File: src/rtl/rr_arbiter_ctrl.sv
// Round-robin arbiter: rotating-priority search, registered one-hot grant held until the owner releases.
// Define RR_ARB_TIMEOUT_EN to add hold-timeout preemption after MAX_HOLD cycles.
module rr_arbiter_ctrl #(
    parameter int N        = 4,
    parameter int MAX_HOLD = 16
) (
    input  logic                 clk,
    input  logic                 rst,
    input  logic                 en,
    input  logic [N-1:0]         req,
    output logic [N-1:0]         grant,
    output logic [$clog2(N)-1:0] grant_id,
    output logic                 grant_valid,
    output logic                 preempt
);

    localparam int              PW      = $clog2(N);
    localparam logic [PW-1:0]   LAST_ID = PW'(N - 1);
    localparam logic [PW:0]     N_EXT   = (PW + 1)'(N);

    typedef enum logic {
        IDLE,
        GRANT
    } state_t;

    state_t         state;
    state_t         state_n;
    logic [N-1:0]   grant_n;
    logic [PW-1:0]  grant_id_n;
    logic [PW-1:0]  ptr;
    logic [PW-1:0]  ptr_n;
    logic [PW-1:0]  next_ptr;
    logic [PW-1:0]  winner;
    logic [PW-1:0]  cand;
    logic [PW:0]    sum;
    logic           found;
    logic           owner_req;
    logic           release_now;

    if (N < 2 || MAX_HOLD < 2) begin : g_bad_params
        $error("rr_arbiter_ctrl: requires N >= 2 and MAX_HOLD >= 2");
    end

    assign owner_req   = req[grant_id];
    assign next_ptr    = (grant_id == LAST_ID) ? '0 : grant_id + PW'(1);
    assign grant_valid = |grant;

    // Walk ptr, ptr+1, ... modulo N; the first requester seen wins.
    always_comb begin
        found  = 1'b0;
        winner = '0;
        sum    = '0;
        cand   = '0;
        for (int k = 0; k < N; k++) begin
            sum = {1'b0, ptr} + (PW + 1)'(k);
            if (sum >= N_EXT) begin
                sum = sum - N_EXT;
            end
            cand = sum[PW-1:0];
            if (!found && req[cand]) begin
                found  = 1'b1;
                winner = cand;
            end
        end
    end

`ifdef RR_ARB_TIMEOUT_EN
    localparam int            HW         = $clog2(MAX_HOLD + 1);
    localparam logic [HW-1:0] HOLD_LIMIT = HW'(MAX_HOLD);
    localparam logic [HW-1:0] HOLD_LAST  = HW'(MAX_HOLD - 1);

    logic [HW-1:0] hold_cnt;
    logic [HW-1:0] hold_cnt_n;
    logic          preempt_q;
    logic          preempt_n;
    logic          others;

    assign others  = |(req & ~grant);
    assign preempt = preempt_q;
`else
    assign preempt = 1'b0;
`endif

    always_comb begin
        state_n     = state;
        grant_n     = grant;
        grant_id_n  = grant_id;
        ptr_n       = ptr;
        release_now = 1'b0;
`ifdef RR_ARB_TIMEOUT_EN
        hold_cnt_n  = hold_cnt;
        preempt_n   = 1'b0;
`endif
        unique case (state)
            IDLE: begin
                if (en && found) begin
                    state_n            = GRANT;
                    grant_n            = '0;
                    grant_n[winner]    = 1'b1;
                    grant_id_n         = winner;
`ifdef RR_ARB_TIMEOUT_EN
                    hold_cnt_n         = '0;
`endif
                end
            end
            GRANT: begin
                if (!owner_req) begin
                    release_now = 1'b1;
                end
`ifdef RR_ARB_TIMEOUT_EN
                // Only preempt when someone else is waiting; a lone owner keeps the grant.
                else if (hold_cnt >= HOLD_LAST && others) begin
                    release_now = 1'b1;
                    preempt_n   = 1'b1;
                end else if (hold_cnt != HOLD_LIMIT) begin
                    hold_cnt_n  = hold_cnt + HW'(1);
                end
`endif
            end
            default: state_n = IDLE;
        endcase

        if (release_now) begin
            state_n    = IDLE;
            grant_n    = '0;
            grant_id_n = '0;
            ptr_n      = next_ptr;
        end
    end

    always_ff @(posedge clk) begin
        if (rst) begin
            state    <= IDLE;
            grant    <= '0;
            grant_id <= '0;
            ptr      <= '0;
        end else begin
            state    <= state_n;
            grant    <= grant_n;
            grant_id <= grant_id_n;
            ptr      <= ptr_n;
        end
    end

`ifdef RR_ARB_TIMEOUT_EN
    always_ff @(posedge clk) begin
        if (rst) begin
            hold_cnt  <= '0;
            preempt_q <= 1'b0;
        end else begin
            hold_cnt  <= hold_cnt_n;
            preempt_q <= preempt_n;
        end
    end
`endif

endmodule

File: config.mk
export PLATFORM = sky130hd
export DESIGN_NAME = rr_arbiter_ctrl
export DESIGN_NICKNAME = d
export VERILOG_FILES = /design/src/rtl/rr_arbiter_ctrl.sv
export SDC_FILE = /design/constraint.sdc
export NUM_CORES = 1
export LEC_CHECK = 0
export BUFFER_PORTS_ARGS = -buffer_cell sky130_fd_sc_hd__buf_2
export CAP_MARGIN = 20
export CORE_MARGIN = 4
export CORE_UTILIZATION = 30
export CTS_CLUSTER_SIZE = 8
export DETAILED_ROUTE_END_ITERATION = 7
export SETUP_SLACK_MARGIN = 0.3
export SLEW_MARGIN = 20
export SYNTH_ARGS = -nofsm -noshare
export SYNTH_HDL_FRONTEND = slang
export SYNTH_SLANG_ARGS = --single-unit
File: constraint.sdc
create_clock -name clk -period 1.41 [get_ports clk]
set_clock_uncertainty 0.15 [all_clocks]
set_input_delay 0.282 -clock clk [delete_from_list [all_inputs] [get_ports clk]]
set_output_delay 0.282 -clock clk [all_outputs]
set_load 0.005 [all_outputs]
* Yosys cells after proc, flatten, opt, wreduce, memory -nomap -nowiden *
Cells that the tools add are included.

storage, ports and cells
  flip-flop bits (word level) = 9
  bits of input ports = 7
  output and inout port bits = 8

cells by class
  reduce and logical (&&, ||, !) cells = 11
  bitwise gates (word level) = 1
  $add $sub $neg = 8
  muxes and demuxes = 29
  order comparisons = 11
  equality and inequality tests = 1

operators with widths
  operator                                             number
  < comparator 2 x 3 -> 1 bit, second input constant   6
  two-way mux 2 bit                                    9
  two-way mux 1 bit                                    14
  binary-select mux 1 bit (select 2 bit)               5
  >= comparator 3 bit, second input constant           3
  subtractor 2 x 1 -> 2 bit, second input constant     4
  adder 2 x 2 -> 3 bit, second input constant          2
  logical AND 1 bit                                    5
  OR reduction 4 bit                                   1
  adder 2 x 1 -> 3 bit, second input constant          1
  >= comparator 2 x 3 -> 1 bit, second input constant  1
  zero test 1 bit                                      3
  adder 2 x 1 -> 2 bit, second input constant          1
  demux 1 bit (select 2 bit)                           1
  equality test 2 bit, second input constant           1
  >= comparator 2 x 1 -> 1 bit, second input constant  1
  AND reduction 2 bit                                  1
  OR reduction 2 bit                                   1
  NOT 1 bit                                            1

* Longest topological paths before layout *
Gate-level depths: netlist of the first run.

  word-level depth = 18
  depth in mapped cells = 5
  depth with buffers taken out = 5

* Least setup slack after synthesis of the first run *
OpenSTA, ideal clock, no wires.

  path kind = reg2reg
  start point = reg grant_id[0]
  end point = reg grant[1]
  clock period less this slack = 1,607 ps
  data arrival time = 1,339 ps
  path slack = -197 ps
  stages on the path, launching flop included = 6
  required time = 1,142 ps
  setup time = 118 ps
  cell sequence = dfxtp_1 -> mux4_2 -> nand2b_4 -> nand2b_4 -> o21bai_4 -> nor3b_2

on the way
  word-level cells in the longest chain between the ends = 5

RTL lines
  item                                     RTL line  RTL
  from (decl)                              12        output logic [$clog2(N)-1:0] grant_id,
  from (signal assigned)                   140       grant_id <= grant_id_n;
  binary-select mux 1 bit (select 2 bit)   44        assign owner_req = req[grant_id];
  two-way mux 1 bit (implied by the code)  44
  two-way mux 1 bit                        107       if (!owner_req) begin
  two-way mux 1 bit                        94        unique case (state)
  OR reduction 2 bit (no line)             -
  to (signal assigned)                     139       grant <= grant_n;
  to (decl)                                11        output logic [N-1:0] grant,

No other way between the ends. The select of a mux whose other input is x is not followed.
A chain may end at the register's enable or synchronous reset.

* Worst setup path in the final report of the first run *
  start point = reg grant[3]
  end point = out grant_valid

on the way
  word-level cells in the longest chain between the ends = 1

RTL lines
  item                RTL line  RTL
  OR reduction 4 bit  46        assign grant_valid = |grant;
  to (decl)           13        output logic grant_valid,

No other way between the ends.

==> results of run 1 <==
[area by class of cell]
type	count	area [µm²]	area share [%]
sequential	9	190.2	22.59
timing repair buffer	34	264.0	31.35
multi-input combinational	42	330.3	39.23
clock buffer	4	26.28	3.120
inverter	3	11.26	1.337
tap	16	20.02	2.377
[state kept, by name, summed over array words and instances (netlist names)]
| name | cells |
|---|---|
| ptr | 2 |
| state | 1 |
| grant | 4 |
| grant_id | 2 |
[per-stage QoR]
stage / util [%] / TNS (ns) / hold WS [ns] / instance area, µm²
3_5_place_dp: 45.75 / -1.575 / 0.3017 / 713.2
6_report: 54.01 / -1.255 / 0.04102 / 842.1
5_1_grt: 54.01 / -1.822 / 0.05116 / 842.1
4_1_cts: 52.09 / -1.119 / 0.04166 / 812.0
2_1_floorplan: - / -0.4484 / 0.1970 / 515.5
3_3_place_gp: 45.75 / -1.384 / 0.3124 / 713.2
[worst max path at each step]
stage                                        to  slack (ns)  depth (start not counted)                startpoint
after floorplan           grant[1]$_SDFFE_PP0P_       -0.12                          5  grant_id[0]$_SDFFE_PP0P_
after global placement    grant[2]$_SDFFE_PP0P_       -0.21                          6                    req[2]
after detailed placement  grant[2]$_SDFFE_PP0P_       -0.26                          6                    req[2]
after CTS                           grant_valid       -0.25                          2     grant[3]$_SDFFE_PP0P_
after global routing                grant_valid       -0.28                          2     grant[3]$_SDFFE_PP0P_
final                               grant_valid       -0.24                          2     grant[3]$_SDFFE_PP0P_
[report_power, final]
group,leakage (nW),switching [mW],internal (mW),total [mW]
Clock,0.0150,0.103,0.110,0.213
Sequential,0.0765,0.0148,0.273,0.288
Combinational,0.317,0.0970,0.138,0.235
[cells in the final DEF (no fill, tap or decap), types with 2 or more instances in the layout]
cell type                  instances
sky130_fd_sc_hd__buf_4            15
sky130_fd_sc_hd__buf_2            10
sky130_fd_sc_hd__buf_6             9
sky130_fd_sc_hd__nor2_1            8
sky130_fd_sc_hd__dfxtp_2           5
sky130_fd_sc_hd__nand2_1           4
sky130_fd_sc_hd__a21oi_1           4
sky130_fd_sc_hd__a21oi_2           3
sky130_fd_sc_hd__clkbuf_4          3
sky130_fd_sc_hd__dfxtp_1           3
sky130_fd_sc_hd__inv_1             2
sky130_fd_sc_hd__nand2b_1          2
sky130_fd_sc_hd__nand2b_4          2
sky130_fd_sc_hd__mux2i_1           2
[logic make-up after synthesis]
kind of cell             synth area share [%]
adder cells (fa/ha/maj)                 2.457
AND/OR/NAND/NOR                         26.29
flip-flops                              35.38
multiplexers                            8.354
other                                  0.7364
AO/OA/AOI/OAI                           23.10
buffers and inverters                   3.686
[critical path, delay by kind of cell (launching register included)]
| kind | cells | cell delay [ns] |
|---|---|---|
| DFF | 1 | 0.31 |
| and+or+nand+nor | 1 | 0.50 |
| buffers and inverters | 1 | 0.14 |
[metal layers]
metal  part of all wire [%]  global-route usage [%]  wire [µm]
met1                     44                   14.89        634
met2                     47                   18.75        678
met3                    5.9                   3.058         85
met4                    2.4                   8.531         34
met5                      0                       0          0
[what timing repair did]
item / in CTS / in global routing
buffers inserted: 3 / 2
endpoints found under the setup margin: 16 / 16
resized for setup: 12 / 5
pin swaps: 2 / 0
==> results.md, run 1 <==
* Outcome: finished, violations left
* Gate count of the mapped netlist at 55
* Total vias in the final route at 535
* Endpoints failing hold at 0
* Number of design rule violations left after detail routing at 0
* Effective utilization at floorplan at 32.66%
* Crit path time final at 1.653 ns
* Maximum operating frequency at 0.6050 GHz
* Global-route wire length before repair at 2256 µm
* Half-perimeter wire length after placement at 969.4 µm
* Power Density at 873.6 nW/µm²
* CTS Buffer Depth at 2
* Clock sink total at 9
* Data arrival time at the worst-slack endpoint at 1.22 ns
* Synth area leader: sky130_fd_sc_hd__dfxtp_1
* Synthesized netlist net count at 63
* Dominant register cell in the synthesized netlist: sky130_fd_sc_hd__dfxtp_1
* Worst-case setup slack after placement at -0.2567 ns
* Fin cells at 108
* Maximum resistive drop on vdd at 0.4824 mV
* Post-DR wirelength/cell at 13.26 µm
* Die W at 49.20 µm
* Worst Hold Endpoint: ptr[1]$_SDFFE_PP0P_
* Leak at 0.4081 nW
* CTS Root Buffer Type: sky130_fd_sc_hd__clkbuf_4
* Cell types with the largest area share after synthesis: sky130_fd_sc_hd__dfxtp_1 35%, sky130_fd_sc_hd__nor2_1 6.6%, sky130_fd_sc_hd__a21oi_1 5.9%
* Post-layout total power at 0.7356 mW
* CP required at 0.98 ns
* Share of layout cells above drive strength 1 at 61.96%
* Number of max-slew violations in the final report at 0
* Top cells by instance count after synthesis: 9 x sky130_fd_sc_hd__dfxtp_1, 9 x sky130_fd_sc_hd__nor2_1, 6 x sky130_fd_sc_hd__a21oi_1
* Number of port buffers at 13
* Pin count of the biggest net entering global routing at 7
* R2r worst-path depth at 5
* Number of ports placed on the die boundary at 15
* Detailed Route WL at 1432 µm
* Syn avg cell area at 9.259 µm²
* Flop and latch count out of synthesis at 9
* Final number of setup-violating endpoints at 10
* Final net count at 101
* Fill cell total of the finished layout at 142
* Routed Antenna Nets at 0
* Area share of the largest cell type after synthesis at 35.38%
* RD Place Congestion at 0.7511
* Worst Hold Depth at 2
* Clock tree from TritonCTS: built
* Crit path capture type: primary output
* Placeable Area at 1559 µm²
* Clock slew seen by the registers of the worst setup and hold paths at 0.07 ns
* Vertical die dimension at 49.20 µm
* Setup slack of the most critical reg-to-reg path at -0.16 ns
* Violation count after the first detailed-route iteration at 9
* Count of H-tree levels built during CTS at 1
* Crit start category: register
* Number of iterations in the first detailed-routing pass at 4
* Antenna fix cells at 0
* Reg-to-reg startpoint: grant_id[0]$_SDFFE_PP0P_
* Count of standard-cell rows at 14
* Count of hold buffers inserted by post-cts repair at 0
* Area Growth Syn to Fin at 65.36%
* Number of distinct library cells after synthesis at 27
* Total global routing track utilization at 12.28%
* Total grt overflow at 0
* Placed cell count at 99
* Min-delay src: rst
* Critical path fanouts, max at 3
* Max-cap check violation count at 0
* Slowest cell on crit path: sky130_fd_sc_hd__or4_1
* Violated checks: negative setup slack
* RSZ-0062 raised after global routing: true
* Area of the die at 2421 µm²
* Crit path kind: reg2out
* Via count of the first global-routing pass at 510
* Class of the worst hold path: in2reg
* Share of the clock period used by the worst path after layout at 117.2%
* TritonCTS buffer count at 3
* Number of enable flip-flop cells after synthesis at 0
* Destination of the worst register-to-register timing path: grant[1]$_SDFFE_PP0P_
* Cell area after synthesis at 509.2 µm²
* Share of synthesized area occupied by flip-flops and latches at 35.38%
* Total of warnings raised by yosys at 0
* Crit path setup slack, layout at -0.2430 ns
* Vias per cell at 4.954
* Number of antenna violations at the first check in global routing at 0
* Proportion of synthesized flip-flops having asynchronous set or reset at 0%
* Clk Latency, worst-skew pair at 0.27 ns
* Cells along the critical path: or4_1 -> buf_2
* CP peak stage delay at 0.50 ns
Power figures use the tool's default switching activity.
==> run 2, diff against run 1 <==
Clock period 1.41 ns to 2 ns, I/O delays scaled along.
==> results.md, run 2 (same netlist as run 1, synthesis figures left out) <==
* Outcome: complete, no violations
* Reg-to-reg startpoint: grant_id[0]$_SDFFE_PP0P_
* Placeable Area at 1559 µm²
* Routed Antenna Nets at 0
* Setup slack of the most critical reg-to-reg path at 0.41 ns
* Antenna fix cells at 0
* Final number of setup-violating endpoints at 0
* Final net count at 81
* Switching share of power at 27.48%
* Critical path fanouts, max at 3
* Data arrival time at the worst-slack endpoint at 1.24 ns
* Post-layout total power at 0.4522 mW
* Internal power of the cells at 0.3279 mW
* Total vias in the final route at 443
* Post-DR wirelength/cell at 12.61 µm
* Registers with the most flip-flops: grant (4), grant_id (2), ptr (2)
* R2r worst-path depth at 5
* Slowest cell on crit path: sky130_fd_sc_hd__or4_4
* Area used by multi-input combinational logic at 314.1 µm²
* Vertical die dimension at 49.20 µm
* Half-perimeter wire length after placement at 904.3 µm
* Clock slew seen by the registers of the worst setup and hold paths at 0.06 ns
* Crit path capture type: primary output
* Number of iterations in the first detailed-routing pass at 3
* Clock sink total at 9
* Violation count after the first detailed-route iteration at 6
* Count of H-tree levels built during CTS at 1
* Fill cell total of the finished layout at 160
* Max reg flops at 4
* Crit path time final at 1.785 ns
* Destination of the worst register-to-register timing path: grant[3]$_SDFFE_PP0P_
* Commonest non-fill, non-tap cell in the layout: sky130_fd_sc_hd__buf_2
* Leak at 0.2958 nW
* Instance area at placement at 594.3 µm²
* Leading cell types in the layout, fill and taps excluded: 12 x sky130_fd_sc_hd__buf_2, 9 x sky130_fd_sc_hd__nor2_1, 7 x sky130_fd_sc_hd__dfxtp_1
* Endpoints failing hold at 0
* Post-CTS Setup Inserts at 0
* Fin cells at 88
* Maximum operating frequency at 0.5602 GHz
* Via count of the first global-routing pass at 445
* CP required at 1.45 ns
* CP peak stage delay at 0.53 ns
* Critical path capture point: grant_valid
* Detailed Route WL at 1110 µm
* Area of the die at 2421 µm²
* Power Density at 714.3 nW/µm²
* Crit path kind: reg2out
* CTS Root Buffer Type: sky130_fd_sc_hd__clkbuf_4
* Cells along the critical path: or4_4 -> buf_6
* Maximum resistive drop on vdd at 0.2490 mV
* RSZ-0062 raised after global routing: true
* Number of ports placed on the die boundary at 15
* Number of max-slew violations in the final report at 0
* Crit start category: register
* Reg area at 182.7 µm²
* Number of port buffers at 13
* Clk Latency, worst-skew pair at 0.26 ns
* CTS Buffer Depth at 2
* Pin count of the biggest net entering global routing at 7
* Max-cap check violation count at 0
* Die W at 49.20 µm
* Clock network fraction of design power at 30.4%
* Total grt overflow at 0
* TritonCTS buffer count at 3
* Count of standard-cell rows at 14
* Crit path from: grant[3]$_SDFFE_PP0P_
* Global-route wire length before repair at 1938 µm
* Register with the most flip-flops: grant
* Comb power frac at 24.6%
* Final setup TNS at 0 ns
* Net switching component of the power at 0.1243 mW
* Effective utilization at floorplan at 32.66%
* Post-Layout Inst Area at 633.1 µm²
* Portion of total power attributed to sequential cells at 45.0%
* Number of design rule violations left after detail routing at 0
* RD Place Congestion at 0.7526
* Vias per cell at 5.034
* Area Growth Syn to Fin at 24.32%
* Share of layout cells above drive strength 1 at 40.28%
* Count of hold buffers inserted by post-cts repair at 0
* Total global routing track utilization at 10.33%
* Class of the worst hold path: in2reg
* Number of antenna violations at the first check in global routing at 0
* Clock tree from TritonCTS: built
* Placed cell count at 84
* Share of the clock period used by the worst path after layout at 89.26%
[run 2: layout make-up]
type / instances / area share, %
clock buffer: 4 / 4.150
tap: 16 / 3.162
multi-input combinational: 42 / 49.60
inverter: 3 / 1.779
sequential: 9 / 28.85
timing repair buffer: 14 / 12.45
[run 2: power groups by stage]
stage	clock [mW]	combinational [mW]	sequential, mW
global placement	0	0.102	0.207
floorplan	0	0.0668	0.207
finish	0.137	0.111	0.204
global route	0.150	0.124	0.205
CTS	0.145	0.103	0.203
detailed placement	0	0.103	0.207
[run 2: how the worst min path moves through the flow]
stage                          start               endpoint  slack (ns)  depth (start not counted)
3_3_place_gp   grant[0]$_SDFFE_PP0P_  grant[0]$_SDFFE_PP0P_        0.32                          2
6_report                         rst    ptr[1]$_SDFFE_PP0P_        0.17                          2
3_5_place_dp   grant[3]$_SDFFE_PP0P_  grant[3]$_SDFFE_PP0P_        0.31                          2
2_1_floorplan  grant[3]$_SDFFE_PP0P_  grant[3]$_SDFFE_PP0P_        0.31                          2
5_1_grt                          rst    ptr[0]$_SDFFE_PP0P_        0.18                          2
4_1_cts                          rst    ptr[0]$_SDFFE_PP0P_        0.17                          2
[run 2: through the flow]
step / utilization [%] / setup WS (ns) / hold slack [ns]
2_1_floorplan: - / 0.3928 / 0.3079
6_report: 40.61 / 0.2148 / 0.1723
4_1_cts: 39.89 / 0.2242 / 0.1675
3_5_place_dp: 38.12 / 0.2477 / 0.3128
5_1_grt: 40.61 / 0.1838 / 0.1797
3_3_place_gp: 38.12 / 0.2372 / 0.3163
[run 2: layer usage]
| metal | vias up | part of all wire, % | track usage [%] |
|---|---|---|---|
| met4 | 0 | 0.45 | 5.687 |
| met3 | 2 | 4.1 | 2.141 |
| met2 | 9 | 47 | 15.63 |
| li1 | 226 | - | - |
| met1 | 206 | 48 | 13.49 |
| met5 | - | 0 | 0 |
[run 2: worst max-delay path: cells and delay by family (launching register included)]
family | cells | cell delay, ns
buffers and inverters | 1 | 0.13
flip-flops | 1 | 0.33
AND/OR/NAND/NOR | 1 | 0.53
[run 2: repair_timing]
action,in CTS,in global routing
setup endpoints to repair,1,2
pin swaps,1,1
gates resized for setup,1,3
==> run 3, diff against run 2 <==
Settings changed: REMOVE_ABC_BUFFERS set to 1.
==> results.md, run 3 (same netlist as run 1, synthesis figures left out) <==
* Routed Antenna Nets at 0
* Die W at 49.20 µm
* Final setup TNS at 0 ns
* Number of port buffers at 13
* Total vias in the final route at 450
* Clock network fraction of design power at 32.5%
* Share of layout cells above drive strength 1 at 40.54%
* Leading cell types in the layout, fill and taps excluded: 13 x sky130_fd_sc_hd__buf_2, 9 x sky130_fd_sc_hd__nor2_1, 7 x sky130_fd_sc_hd__dfxtp_1
* CTS Root Buffer Type: sky130_fd_sc_hd__clkbuf_4
* Switching share of power at 29.46%
* Via count of the first global-routing pass at 411
* Critical path fanouts, max at 2
* Maximum resistive drop on vdd at 0.3032 mV
* Number of design rule violations left after detail routing at 0
* Global-route wire length before repair at 1911 µm
* Min-delay src: rst
* Count of hold buffers inserted by post-cts repair at 0
* Portion of total power attributed to sequential cells at 44.4%
* Max reg flops at 4
* Crit start category: register
* Number of max-slew violations in the final report at 0
* Layout Utilization at 40.93%
* CP required at 1.45 ns
* Number of iterations in the first detailed-routing pass at 4
* Worst Hold Depth at 2
* Final number of setup-violating endpoints at 0
* Crit path time final at 1.771 ns
* Clock tree from TritonCTS: built
* Detailed Route WL at 1137 µm
* Crit path buf inv count at 1
* Internal power of the cells at 0.3226 mW
* Net switching component of the power at 0.1347 mW
* Number of antenna violations at the first check in global routing at 0
* Effective utilization at floorplan at 32.66%
* Placeable Area at 1559 µm²
* Clock sink total at 9
* Total global routing track utilization at 10.01%
* Post-DR wirelength/cell at 12.63 µm
* CP peak stage delay at 0.50 ns
* Final net count at 83
* Leak at 0.3057 nW
* TritonCTS buffer count at 3
* Vias per cell at 5.000
* Count of standard-cell rows at 14
* Half-perimeter wire length after placement at 904 µm
* Logic depth of the worst path, buffers included at 2
* Area of the die at 2421 µm²
* Cells along the critical path: or4_1 -> buf_2
* Count of H-tree levels built during CTS at 1
* Crit path capture type: primary output
* Data arrival time at the worst-slack endpoint at 1.22 ns
* Minimum hold slack at 0.1747 ns
* Maximum operating frequency at 0.5647 GHz
* Registers with the most flip-flops: grant (4), grant_id (2), ptr (2)
* Share of the clock period used by the worst path after layout at 88.55%
* Pin count of the biggest net entering global routing at 7
* Crit path from: grant[3]$_SDFFE_PP0P_
* Clock slew seen by the registers of the worst setup and hold paths at 0.06 ns
* Comb power frac at 23.1%
* CTS Buffer Depth at 2
* Vertical die dimension at 49.20 µm
* Family with the most delay on the worst path: simple AND/OR/NAND/NOR gates
* Register with the most flip-flops: grant
* Max-cap check violation count at 0
* RD Place Congestion at 0.7181
* Commonest non-fill, non-tap cell in the layout: sky130_fd_sc_hd__buf_2
* Placed cell count at 84
* RSZ-0062 raised after global routing: true
* Area Growth Syn to Fin at 25.31%
* Fin cells at 90
* Class of the worst hold path: in2reg
* Endpoints failing hold at 0
* Clk Latency, worst-skew pair at 0.27 ns
* Slowest cell on crit path: sky130_fd_sc_hd__or4_1
* R2r worst-path depth at 5
* Number of ports placed on the die boundary at 15
* Crit path kind: reg2out
* Antenna fix cells at 0
* Total grt overflow at 0
* Violation count after the first detailed-route iteration at 5
* Outcome: complete, no violations
* Reg-to-reg startpoint: grant_id[0]$_SDFFE_PP0P_
* Power Density at 716.7 nW/µm²
run 3: what timing repair did:
action / 4_1_cts / 5_1_grt
setup endpoints to repair: 1 / 1
gates resized for setup: 2 / 0
buffers inserted: 2 / 0
run 3: power groups by stage:
stage	clock network [mW]	registers, mW	logic [mW]
3_3_place_gp	0	0.207	0.103
4_1_cts	0.149	0.203	0.106
2_1_floorplan	0	0.207	0.0654
6_report	0.149	0.203	0.105
3_5_place_dp	0	0.207	0.103
5_1_grt	0.155	0.205	0.117
run 3: final cells by class:
type | count | area (µm²)
well taps | 16 | 20.02
flip-flops and latches | 9 | 182.7
clock buffers | 4 | 26.28
repair buffers | 16 | 87.58
fillers | 161 | 920.9
multi-input cells | 42 | 310.3
inverters | 3 | 11.26
run 3: worst paths after layout:
kind | slack [ns] | end
hold / removal | 0.17 | ptr[0]$_SDFFE_PP0P_
setup reg to reg | 0.39 | grant[3]$_SDFFE_PP0P_
hold reg to reg | 0.34 | grant[0]$_SDFFE_PP0P_
setup / recovery | 0.23 | grant_valid
run 3: metal layers:
layer | GRT usage (%) | part of all wire, %
met1 | 12.04 | 48
met2 | 16.52 | 47
met3 | 2.752 | 4.5
met4 | 4.265 | 0.70
met5 | 0 | 0
run 3: through the flow:
step / power, mW / cell area [µm²] / setup WS, ns
floorplan: 0.2722 / 501.7 / 0.3928
global placement: 0.3107 / 594.3 / 0.2274
CTS: 0.4582 / 638.1 / 0.2256
finish: 0.4573 / 638.1 / 0.2291
global route: 0.4771 / 638.1 / 0.2005
detailed placement: 0.3101 / 594.3 / 0.2403
